`config.mk`:
```
export PLATFORM = sky130hd
export DESIGN_NAME = dmover_mm2s_sched
export DESIGN_NICKNAME = d
export VERILOG_FILES = /design/src/rtl/dmover_mm2s_sched.sv
export SDC_FILE = /design/constraint.sdc
export NUM_CORES = 1
export LEC_CHECK = 0
export ABC_AREA = 1
export CORE_MARGIN = 3
export CORE_UTILIZATION = 61
export DETAILED_ROUTE_END_ITERATION = 8
export PLACE_DENSITY = 0.88
export SETUP_SLACK_MARGIN = 0.4
export SYNTH_ARGS = -nofsm -noshare
export SYNTH_HDL_FRONTEND = slang
export SYNTH_SLANG_ARGS = --single-unit
```
`constraint.sdc`:
```
create_clock -name clk -period 6.6 [get_ports clk]
set_clock_uncertainty 0.15 [all_clocks]
set_input_delay 1.65 -clock clk [delete_from_list [all_inputs] [get_ports clk]]
set_output_delay 1.65 -clock clk [all_outputs]
set_load 0.005 [all_outputs]
```
`src/rtl/dmover_mm2s_sched.sv`:
```
`default_nettype none
// ============================================================================
//  Module   : dmover_mm2s_sched
//  Purpose  : Shares one AXI DataMover MM2S command channel between N_REQ
//             requesters. Jobs (address, byte length) are accepted per
//             requester, arbitrated round-robin and split into commands of
//             at most MAX_BTT bytes. The number of commands in flight is
//             capped at MAX_OUTSTANDING. The status stream is consumed, and
//             each requester receives a done/error pulse per job.
//  Ports    : clk, rst (sync, active-high)
//             req_valid/req_ready/req_addr/req_len : per-requester job input
//             req_done/req_err                     : per-requester completion
//             m_axis_mm2s_cmd_*                    : 72-bit DataMover command
//             s_axis_mm2s_sts_*                    : 8-bit DataMover status
//  Options  : `define DMOVER_SCHED_ERR_ABORT_EN to stop issuing new chunks of
//             a job after its first non-OKAY status.
//  Revision : 1.0 - initial release
// ============================================================================
module dmover_mm2s_sched #(
    parameter int N_REQ           = 2,
    parameter int MAX_BTT         = 4096,
    parameter int MAX_OUTSTANDING = 4
) (
    input  logic                 clk,
    input  logic                 rst,
    input  logic [N_REQ-1:0]     req_valid,
    output logic [N_REQ-1:0]     req_ready,
    input  logic [32*N_REQ-1:0]  req_addr,
    input  logic [23*N_REQ-1:0]  req_len,
    output logic [N_REQ-1:0]     req_done,
    output logic [N_REQ-1:0]     req_err,
    output logic [71:0]          m_axis_mm2s_cmd_tdata,
    output logic                 m_axis_mm2s_cmd_tvalid,
    input  logic                 m_axis_mm2s_cmd_tready,
    input  logic [7:0]           s_axis_mm2s_sts_tdata,
    input  logic                 s_axis_mm2s_sts_tvalid,
    output logic                 s_axis_mm2s_sts_tready
);

    localparam logic [22:0] C_MAX_BTT   = 23'(MAX_BTT);
    localparam logic [3:0]  C_MAX_OUT   = 4'(MAX_OUTSTANDING);
    // Starting "after" the last index makes requester 0 win the first grant.
    localparam logic [1:0]  C_LAST_INIT = 2'(N_REQ - 1);

    localparam logic [0:0] S_IDLE = 1'b0;
    localparam logic [0:0] S_CMD  = 1'b1;

    // Slot state. Arrays indexed by a tag/grant are sized to the full 2-bit
    // index range; entries at or above N_REQ stay at their reset value.
    logic [N_REQ-1:0] r_busy;
    logic [N_REQ-1:0] r_err;
    logic [N_REQ-1:0] r_done;
    logic [N_REQ-1:0] r_done_err;
    logic [31:0]      r_addr   [4];
    logic [22:0]      r_remain [4];
    logic [3:0]       r_pend   [4];
    logic [1:0]       r_chunk  [4];

    logic [3:0]  r_outstanding;
    logic [0:0]  r_state;
    logic [0:0]  w_state_nxt;
    logic [1:0]  r_grant;
    logic [1:0]  r_last;
    logic [22:0] r_btt;
    logic [71:0] r_cmd_data;
    logic        r_sts_ready;

    logic [3:0]       w_cand;
    logic             w_found;
    logic [1:0]       w_gnt;
    logic [2:0]       w_sum;
    logic             w_launch;
    logic             w_issue;
    logic [22:0]      w_btt;
    logic             w_eof;
    logic [1:0]       w_sts_slot;
    logic             w_sts_take;
    logic             w_sts_bad;
    logic [N_REQ-1:0] w_issue_vec;
    logic [N_REQ-1:0] w_take_vec;
    logic [N_REQ-1:0] w_inflight_vec;
    logic             w_sts_unused;

    // SLVERR/DECERR/INTERR detail is folded into "not OKAY".
    assign w_sts_unused = ^s_axis_mm2s_sts_tdata[6:4];

    assign w_sts_slot = s_axis_mm2s_sts_tdata[3:2];
    assign w_sts_bad  = ~s_axis_mm2s_sts_tdata[7];
    // A status for a slot with nothing pending (stray, or pre-reset) is dropped.
    assign w_sts_take = s_axis_mm2s_sts_tvalid & r_sts_ready & (r_pend[w_sts_slot] != 4'd0);

    always_comb begin
        w_cand         = '0;
        w_found        = 1'b0;
        w_gnt          = r_last;
        w_sum          = '0;
        w_state_nxt    = r_state;
        w_launch       = 1'b0;
        w_issue        = 1'b0;
        w_issue_vec    = '0;
        w_take_vec     = '0;
        w_inflight_vec = '0;

        for (int i = 0; i < N_REQ; i++) begin
            w_cand[i] = r_busy[i] & (r_remain[i] != 23'd0);
        end

        // Round-robin: first candidate found walking forward from r_last+1.
        for (int off = 1; off <= N_REQ; off++) begin
            w_sum = {1'b0, r_last} + 3'(off);
            if (w_sum >= 3'(N_REQ)) begin
                w_sum = w_sum - 3'(N_REQ);
            end
            if (!w_found && w_cand[w_sum[1:0]]) begin
                w_found = 1'b1;
                w_gnt   = w_sum[1:0];
            end
        end

        w_btt = (r_remain[w_gnt] > C_MAX_BTT) ? C_MAX_BTT : r_remain[w_gnt];
        w_eof = (r_remain[w_gnt] <= C_MAX_BTT);

        case (r_state)
            S_IDLE: begin
                if (w_found && (r_outstanding < C_MAX_OUT)) begin
                    w_launch    = 1'b1;
                    w_state_nxt = S_CMD;
                end
            end
            S_CMD: begin
                if (m_axis_mm2s_cmd_tready) begin
                    w_issue     = 1'b1;
                    w_state_nxt = S_IDLE;
                end
            end
            default: w_state_nxt = S_IDLE;
        endcase

        for (int i = 0; i < N_REQ; i++) begin
            w_issue_vec[i]    = w_issue && (r_grant == 2'(i));
            w_take_vec[i]     = w_sts_take && (w_sts_slot == 2'(i));
            w_inflight_vec[i] = (r_state == S_CMD) && (r_grant == 2'(i));
        end
    end

    always_ff @(posedge clk) begin
        if (rst) begin
            r_busy        <= '0;
            r_err         <= '0;
            r_done        <= '0;
            r_done_err    <= '0;
            r_outstanding <= '0;
            r_state       <= S_IDLE;
            r_grant       <= '0;
            r_last        <= C_LAST_INIT;
            r_btt         <= '0;
            r_cmd_data    <= '0;
            r_sts_ready   <= 1'b0;
            for (int i = 0; i < 4; i++) begin
                r_addr[i]   <= '0;
                r_remain[i] <= '0;
                r_pend[i]   <= '0;
                r_chunk[i]  <= '0;
            end
        end else begin
            r_sts_ready <= 1'b1;
            r_state     <= w_state_nxt;

            if (w_launch) begin
                r_grant    <= w_gnt;
                r_last     <= w_gnt;
                r_btt      <= w_btt;
                r_cmd_data <= {4'b0000, w_gnt, r_chunk[w_gnt], r_addr[w_gnt],
                               1'b0, w_eof, 6'b000000, 1'b1, w_btt};
            end

            if (w_issue && !w_sts_take) begin
                r_outstanding <= r_outstanding + 4'd1;
            end else if (!w_issue && w_sts_take) begin
                r_outstanding <= r_outstanding - 4'd1;
            end

            for (int i = 0; i < N_REQ; i++) begin
                r_done[i]     <= 1'b0;
                r_done_err[i] <= 1'b0;
                if (req_valid[i] && !r_busy[i]) begin
                    r_busy[i]   <= 1'b1;
                    r_addr[i]   <= req_addr[32*i +: 32];
                    r_remain[i] <= req_len[23*i +: 23];
                    r_pend[i]   <= '0;
                    r_chunk[i]  <= '0;
                    r_err[i]    <= 1'b0;
                end else begin
                    // busy drops one cycle after the done pulse, so ready
                    // returns two edges after the final status.
                    if (r_done[i]) begin
                        r_busy[i] <= 1'b0;
                    end else if (r_busy[i] && (r_remain[i] == 23'd0) &&
                                 (r_pend[i] == 4'd0) && !w_inflight_vec[i]) begin
                        r_done[i]     <= 1'b1;
                        r_done_err[i] <= r_err[i];
                    end

                    if (w_issue_vec[i] && !w_take_vec[i]) begin
                        r_pend[i] <= r_pend[i] + 4'd1;
                    end else if (!w_issue_vec[i] && w_take_vec[i]) begin
                        r_pend[i] <= r_pend[i] - 4'd1;
                    end

                    if (w_issue_vec[i]) begin
                        r_addr[i]   <= r_addr[i] + {9'd0, r_btt};
                        // Saturate: an abort may have zeroed remain while
                        // this command was waiting for tready.
                        r_remain[i] <= (r_remain[i] > r_btt) ? (r_remain[i] - r_btt) : 23'd0;
                        r_chunk[i]  <= r_chunk[i] + 2'd1;
                    end

                    if (w_take_vec[i] && w_sts_bad) begin
                        r_err[i] <= 1'b1;
`ifdef DMOVER_SCHED_ERR_ABORT_EN
                        r_remain[i] <= '0;
`else
`endif
                    end
                end
            end
        end
    end

    generate
        for (genvar g = 0; g < N_REQ; g++) begin : g_ready
            assign req_ready[g] = ~r_busy[g] & ~rst;
        end
    endgenerate

    assign req_done               = r_done;
    assign req_err                = r_done_err;
    assign m_axis_mm2s_cmd_tvalid = (r_state == S_CMD);
    assign m_axis_mm2s_cmd_tdata  = r_cmd_data;
    assign s_axis_mm2s_sts_tready = r_sts_ready;

endmodule
`default_nettype wire

```
==> tab_implementation.tex <==
\begin{tabular}{lr}
\hline
Metric & Value \\
\hline
\multicolumn{2}{l}{\textbf{GRT}} \\
Global-route wire length before repair & $\sim$73 mm \\
Antenna violations before repair & 0 \\
Pin count of the biggest net entering global routing & 62 \\
Final global-route overflow total & 0 \\
GR Util All Layers & between 30 and 40\% \\
Number of global-route vias before repair & 13400 \\
\multicolumn{2}{l}{\textbf{Synthesis}} \\
Dominant synthesized flop cell & sky130\_fd\_sc\_hd\_\_edfxtp\_1 \\
Post-synthesis cell type with the largest combined area & sky130\_fd\_sc\_hd\_\_edfxtp\_1 \\
Post-synthesis cell type count & 54 \\
Top cells by area, synth & sky130\_fd\_sc\_hd\_\_edfxtp\_1, sky130\_fd\_sc\_hd\_\_nand2\_1, sky130\_fd\_sc\_hd\_\_dfxtp\_1, sky130\_fd\_sc\_hd\_\_ha\_1, sky130\_fd\_sc\_hd\_\_a21oi\_1 \\
Area of the mapped netlist & $\sim$15000 um2 \\
Post-synth EDFFs & 122 \\
Mapped Cells & 1968 \\
Asr flop ratio synth & 0\% \\
Number of synthesized register bits & between 150 and 200 \\
Avg Inst Size Synth & between 7 and 8 um2 \\
Fraction of the yosys area taken by sequential cells & between 30\% and 40\% \\
Portion of synthesized cell area occupied by the leading cell type & 25.0\% \\
Count of synthesis-stage warnings from yosys & 0 \\
\multicolumn{2}{l}{\textbf{CTS}} \\
Insertion delay of the later-clocked pin in the worst-skew pair & around 0.45 ns \\
Clock root buffer & sky130\_fd\_sc\_hd\_\_clkbuf\_16 \\
Number of levels in the clock H-tree & 4 \\
TritonCTS clock tree & done \\
Clock slew at reported path FFs & 0.07 ns \\
Clk sink count & 198 \\
Number of buffers created by CTS & 17 \\
Number of cells upsized or downsized after cts & 0 \\
Total setup buffers inserted after CTS & 0 \\
Bufs on Longest Clock Path & 2 \\
Number of buffers inserted for hold repair after clock tree synthesis & 0 \\
\multicolumn{2}{l}{\textbf{Final layout}} \\
Top library cells by usage in the layout, fill and taps aside & sky130\_fd\_sc\_hd\_\_nand2\_1, sky130\_fd\_sc\_hd\_\_nor2\_1, sky130\_fd\_sc\_hd\_\_a21oi\_1, sky130\_fd\_sc\_hd\_\_inv\_1, sky130\_fd\_sc\_hd\_\_clkdlybuf4s50\_1 \\
Area growth syn-to-layout & 17.9\% \\
Final net count & 2356 \\
Sequential standard cell area & 5180 um2 \\
Area of combinational cells with multiple inputs & 8340 um2 \\
Most common cell after layout, fill and taps aside & sky130\_fd\_sc\_hd\_\_nand2\_1 \\
Share of cells above drive strength 1 & 4.72\% \\
Fillers & 1902 \\
\multicolumn{2}{l}{\textbf{Die}} \\
Die span in y & 161 um \\
I/O pins & approximately 200 \\
Core Rows & 56 \\
Initial core utilization & 62.2\% \\
Overall die area & roughly 26000 um2 \\
Core footprint & 23500 um2 \\
Horizontal extent of the die & 161 um \\
\multicolumn{2}{l}{\textbf{Pwr}} \\
Reported leakage power & 7.48 nW \\
Power density over cell area & 210 nW/um2 \\
IR Drop Worst-Case VDD & 0.128 mV \\
\multicolumn{2}{l}{\textbf{Timing}} \\
Number of max-slew violations in the final report & 0 \\
Hold Worst Slack & 0.299 ns \\
Unrepaired setup endpoints after global routing & false \\
Count of final hold-check violations & 0 \\
Achievable clock frequency & 215 MHz \\
Final worst path period need & 4.64 ns \\
Total Neg Setup Slack & 0 ns \\
Least-Margin Pin Slew & $\sim$1.4 ns \\
Max transition margin & 9.26\% \\
Final count of negative-setup-slack endpoints & 0 \\
Tcrit/Tclk final & 70.4\% \\
\multicolumn{2}{l}{\textbf{Routing}} \\
Number of search-and-repair iterations in the first detailed-routing pass & 6 \\
Initial drt markers & 1859 \\
Detail-routed via count per cell & 5.92 \\
Number of vias in the routed layout & 14600 \\
Antenna Nets Post-Route & 0 \\
Routed WL & 48.0 mm \\
Count of unresolved DRC violations after routing & 0 \\
Per-cell routed wire length & 19.5 um \\
\multicolumn{2}{l}{\textbf{Setup path}} \\
Combined buffer and inverter count along the critical path & 4 \\
Setup slack on the worst flop-to-flop path & 2.51 ns \\
Crit-path max FO & 34 \\
Critical Path Start & req\_valid[1] \\
Worst R2R Path Depth & 16 \\
CP arrival & 4.61 ns \\
Required time of the critical path & 6.56 ns \\
Delay-heaviest family, CP & simple AND/OR/NAND/NOR gates \\
Crit. End Element & flip-flop \\
Cells along the critical path & clkdlybuf4s50\_1 > inv\_1 > nor2\_1 > inv\_1 > nor2\_1 > nor2\_2 > nand2\_2 > buf\_4 \\
Destination of the worst register-to-register timing path & r\_btt[1] \\
Slowest cell delay on critical path & 1.00 ns \\
Source of the worst register-to-register timing path & r\_remain[0][1] \\
Critical-path cell with the highest stage delay & sky130\_fd\_sc\_hd\_\_nor2\_1 \\
Critical Path Stages & 8 \\
Launching element type of the critical path & input port \\
Crit Path Class & input port to flip-flop \\
CP endpoint & r\_addr[1][10] \\
\multicolumn{2}{l}{\textbf{Hold path}} \\
Tightest Hold Check Type & flip-flop to flip-flop \\
Launch instance of the worst min-delay path & r\_err[0] \\
\multicolumn{2}{l}{\textbf{Placed design}} \\
Placed wire-length estimate & 36.5 mm \\
Final weighted congestion in routability-driven placement & 0.975 \\
Number of port buffers & 187 \\
\multicolumn{2}{l}{\textbf{Run status}} \\
Outcome & finished clean \\
\multicolumn{2}{l}{\textbf{Run}} \\
Number of max-capacitance violations reported & 0 \\
\hline
\end{tabular}
[flip-flops by register name, indices dropped and copies added (netlist names), 2 cells and up]
register,flops
req_done,2
r_chunk,4
r_addr,64
req_err,2
r_err,2
r_remain,46
m_axis_mm2s_cmd_tdata,38
r_outstanding,4
r_pend,8
r_btt,22
r_busy,2
[layer usage]
metal,track usage [%],share of wire [%],up-vias
li1,-,-,6918
met1,54.2,43,6688
met2,52.0,42,859
met3,8.05,13,85
met4,9.86,2.6,0
met5,0,0,-
[how the worst min path moves through the flow]
stage / endpoint / slack [ns] / cells past startpoint
after floorplan: req_err[1] / 0.27 / 2
after global placement: req_err[0] / 0.28 / 2
after detailed placement: req_err[0] / 0.29 / 2
after CTS: req_err[0] / 0.30 / 2
after global routing: req_err[0] / 0.32 / 2
final: req_err[0] / 0.30 / 2
[kinds of logic (layout without fill, tap and decap cells)]
family          Yosys count  count (layout)  share of synthesized area [%]
buf+inv                 282             443                           7.98
simple gates            839             839                           24.2
xor+xnor                 81              81                           4.84
fa+ha+maj               106             106                           9.31
flops                   198             198                           35.4
other cells               1              12                         0.0256
compound gates          461             461                           18.2
[stage by stage]
stage,setup slack [ns],power [mW],utilization (%),area [um2],cells
2_1_floorplan,1.83,2.19,-,14700,1978
3_3_place_gp,1.61,2.52,70.9,16700,2426
3_5_place_dp,1.55,2.54,70.9,16700,2426
4_1_cts,2.01,3.58,73.4,17300,2458
5_1_grt,1.82,3.77,73.4,17300,2458
6_report,1.96,3.62,73.4,17300,2459
[report_power, final]
part           total, mW  internal [mW]  switching (mW)
Combinational       1.02          0.408           0.609
Clock               1.07          0.564           0.504
Sequential          1.54           1.43           0.106
Total               3.62           2.40            1.22
[worst reg2reg max path, cell delays in order (launching register included)]
cell                       delay, ns
sky130_fd_sc_hd__edfxtp_1       0.52
sky130_fd_sc_hd__nor2_1         0.16
sky130_fd_sc_hd__nand2_1        0.06
sky130_fd_sc_hd__nor2_1         0.17
sky130_fd_sc_hd__nand3_2        0.20
sky130_fd_sc_hd__nand2_2        0.13
sky130_fd_sc_hd__nand2_2        0.24
sky130_fd_sc_hd__nand2_2        0.61
sky130_fd_sc_hd__buf_4          0.48
sky130_fd_sc_hd__nand2_1        0.10
sky130_fd_sc_hd__nand2_1        0.07
sky130_fd_sc_hd__nand2_1        0.05
sky130_fd_sc_hd__nor2_1         0.12
sky130_fd_sc_hd__nand3_2        0.11
sky130_fd_sc_hd__a21oi_4        0.44
sky130_fd_sc_hd__nand3_1        0.22
sky130_fd_sc_hd__a21oi_1        0.18
[cell usage after synthesis (2+ instances only)]
cell type,instances
sky130_fd_sc_hd__buf_2,4
sky130_fd_sc_hd__o21a_1,4
sky130_fd_sc_hd__fa_1,5
sky130_fd_sc_hd__nand2_1,446
sky130_fd_sc_hd__nand3_1,74
sky130_fd_sc_hd__o21ai_0,123
sky130_fd_sc_hd__nor4b_1,2
sky130_fd_sc_hd__a32o_1,3
sky130_fd_sc_hd__a21o_1,13
sky130_fd_sc_hd__ha_1,101
sky130_fd_sc_hd__a22oi_1,4
sky130_fd_sc_hd__o221ai_1,7
sky130_fd_sc_hd__nor4_1,8
sky130_fd_sc_hd__nand2_2,5
sky130_fd_sc_hd__a21oi_1,211
sky130_fd_sc_hd__nand3b_1,20
sky130_fd_sc_hd__o22ai_1,2
sky130_fd_sc_hd__edfxtp_1,122
sky130_fd_sc_hd__xnor2_1,30
sky130_fd_sc_hd__or2_2,18
sky130_fd_sc_hd__buf_6,5
sky130_fd_sc_hd__buf_4,15
sky130_fd_sc_hd__nor2_1,216
sky130_fd_sc_hd__a21oi_2,9
sky130_fd_sc_hd__a21boi_0,3
sky130_fd_sc_hd__inv_2,3
sky130_fd_sc_hd__clkinv_1,2
sky130_fd_sc_hd__clkbuf_1,44
sky130_fd_sc_hd__dfxtp_1,76
sky130_fd_sc_hd__a211oi_1,2
sky130_fd_sc_hd__nand4_1,11
sky130_fd_sc_hd__xor2_1,51
sky130_fd_sc_hd__nor3_1,21
sky130_fd_sc_hd__a22o_1,3
sky130_fd_sc_hd__o211ai_1,24
sky130_fd_sc_hd__a31oi_1,6
sky130_fd_sc_hd__and3_1,3
sky130_fd_sc_hd__o311a_1,2
sky130_fd_sc_hd__o21bai_1,37
sky130_fd_sc_hd__inv_1,204
sky130_fd_sc_hd__nand3_2,13
sky130_fd_sc_hd__buf_1,4
[area by class of cell]
type                            instances  share of cell area [%]
Antenna cell                            1                  0.0145
Clock buffer                           23                    3.02
Clock inverter                          9                   0.362
Inverter                              209                    4.54
Multi-Input combinational cell       1498                    48.3
Sequential cell                       198                    30.0
Tap cell                              319                    2.31
Timing Repair Buffer                  202                    11.5
(Power assumes the default switching activity.)
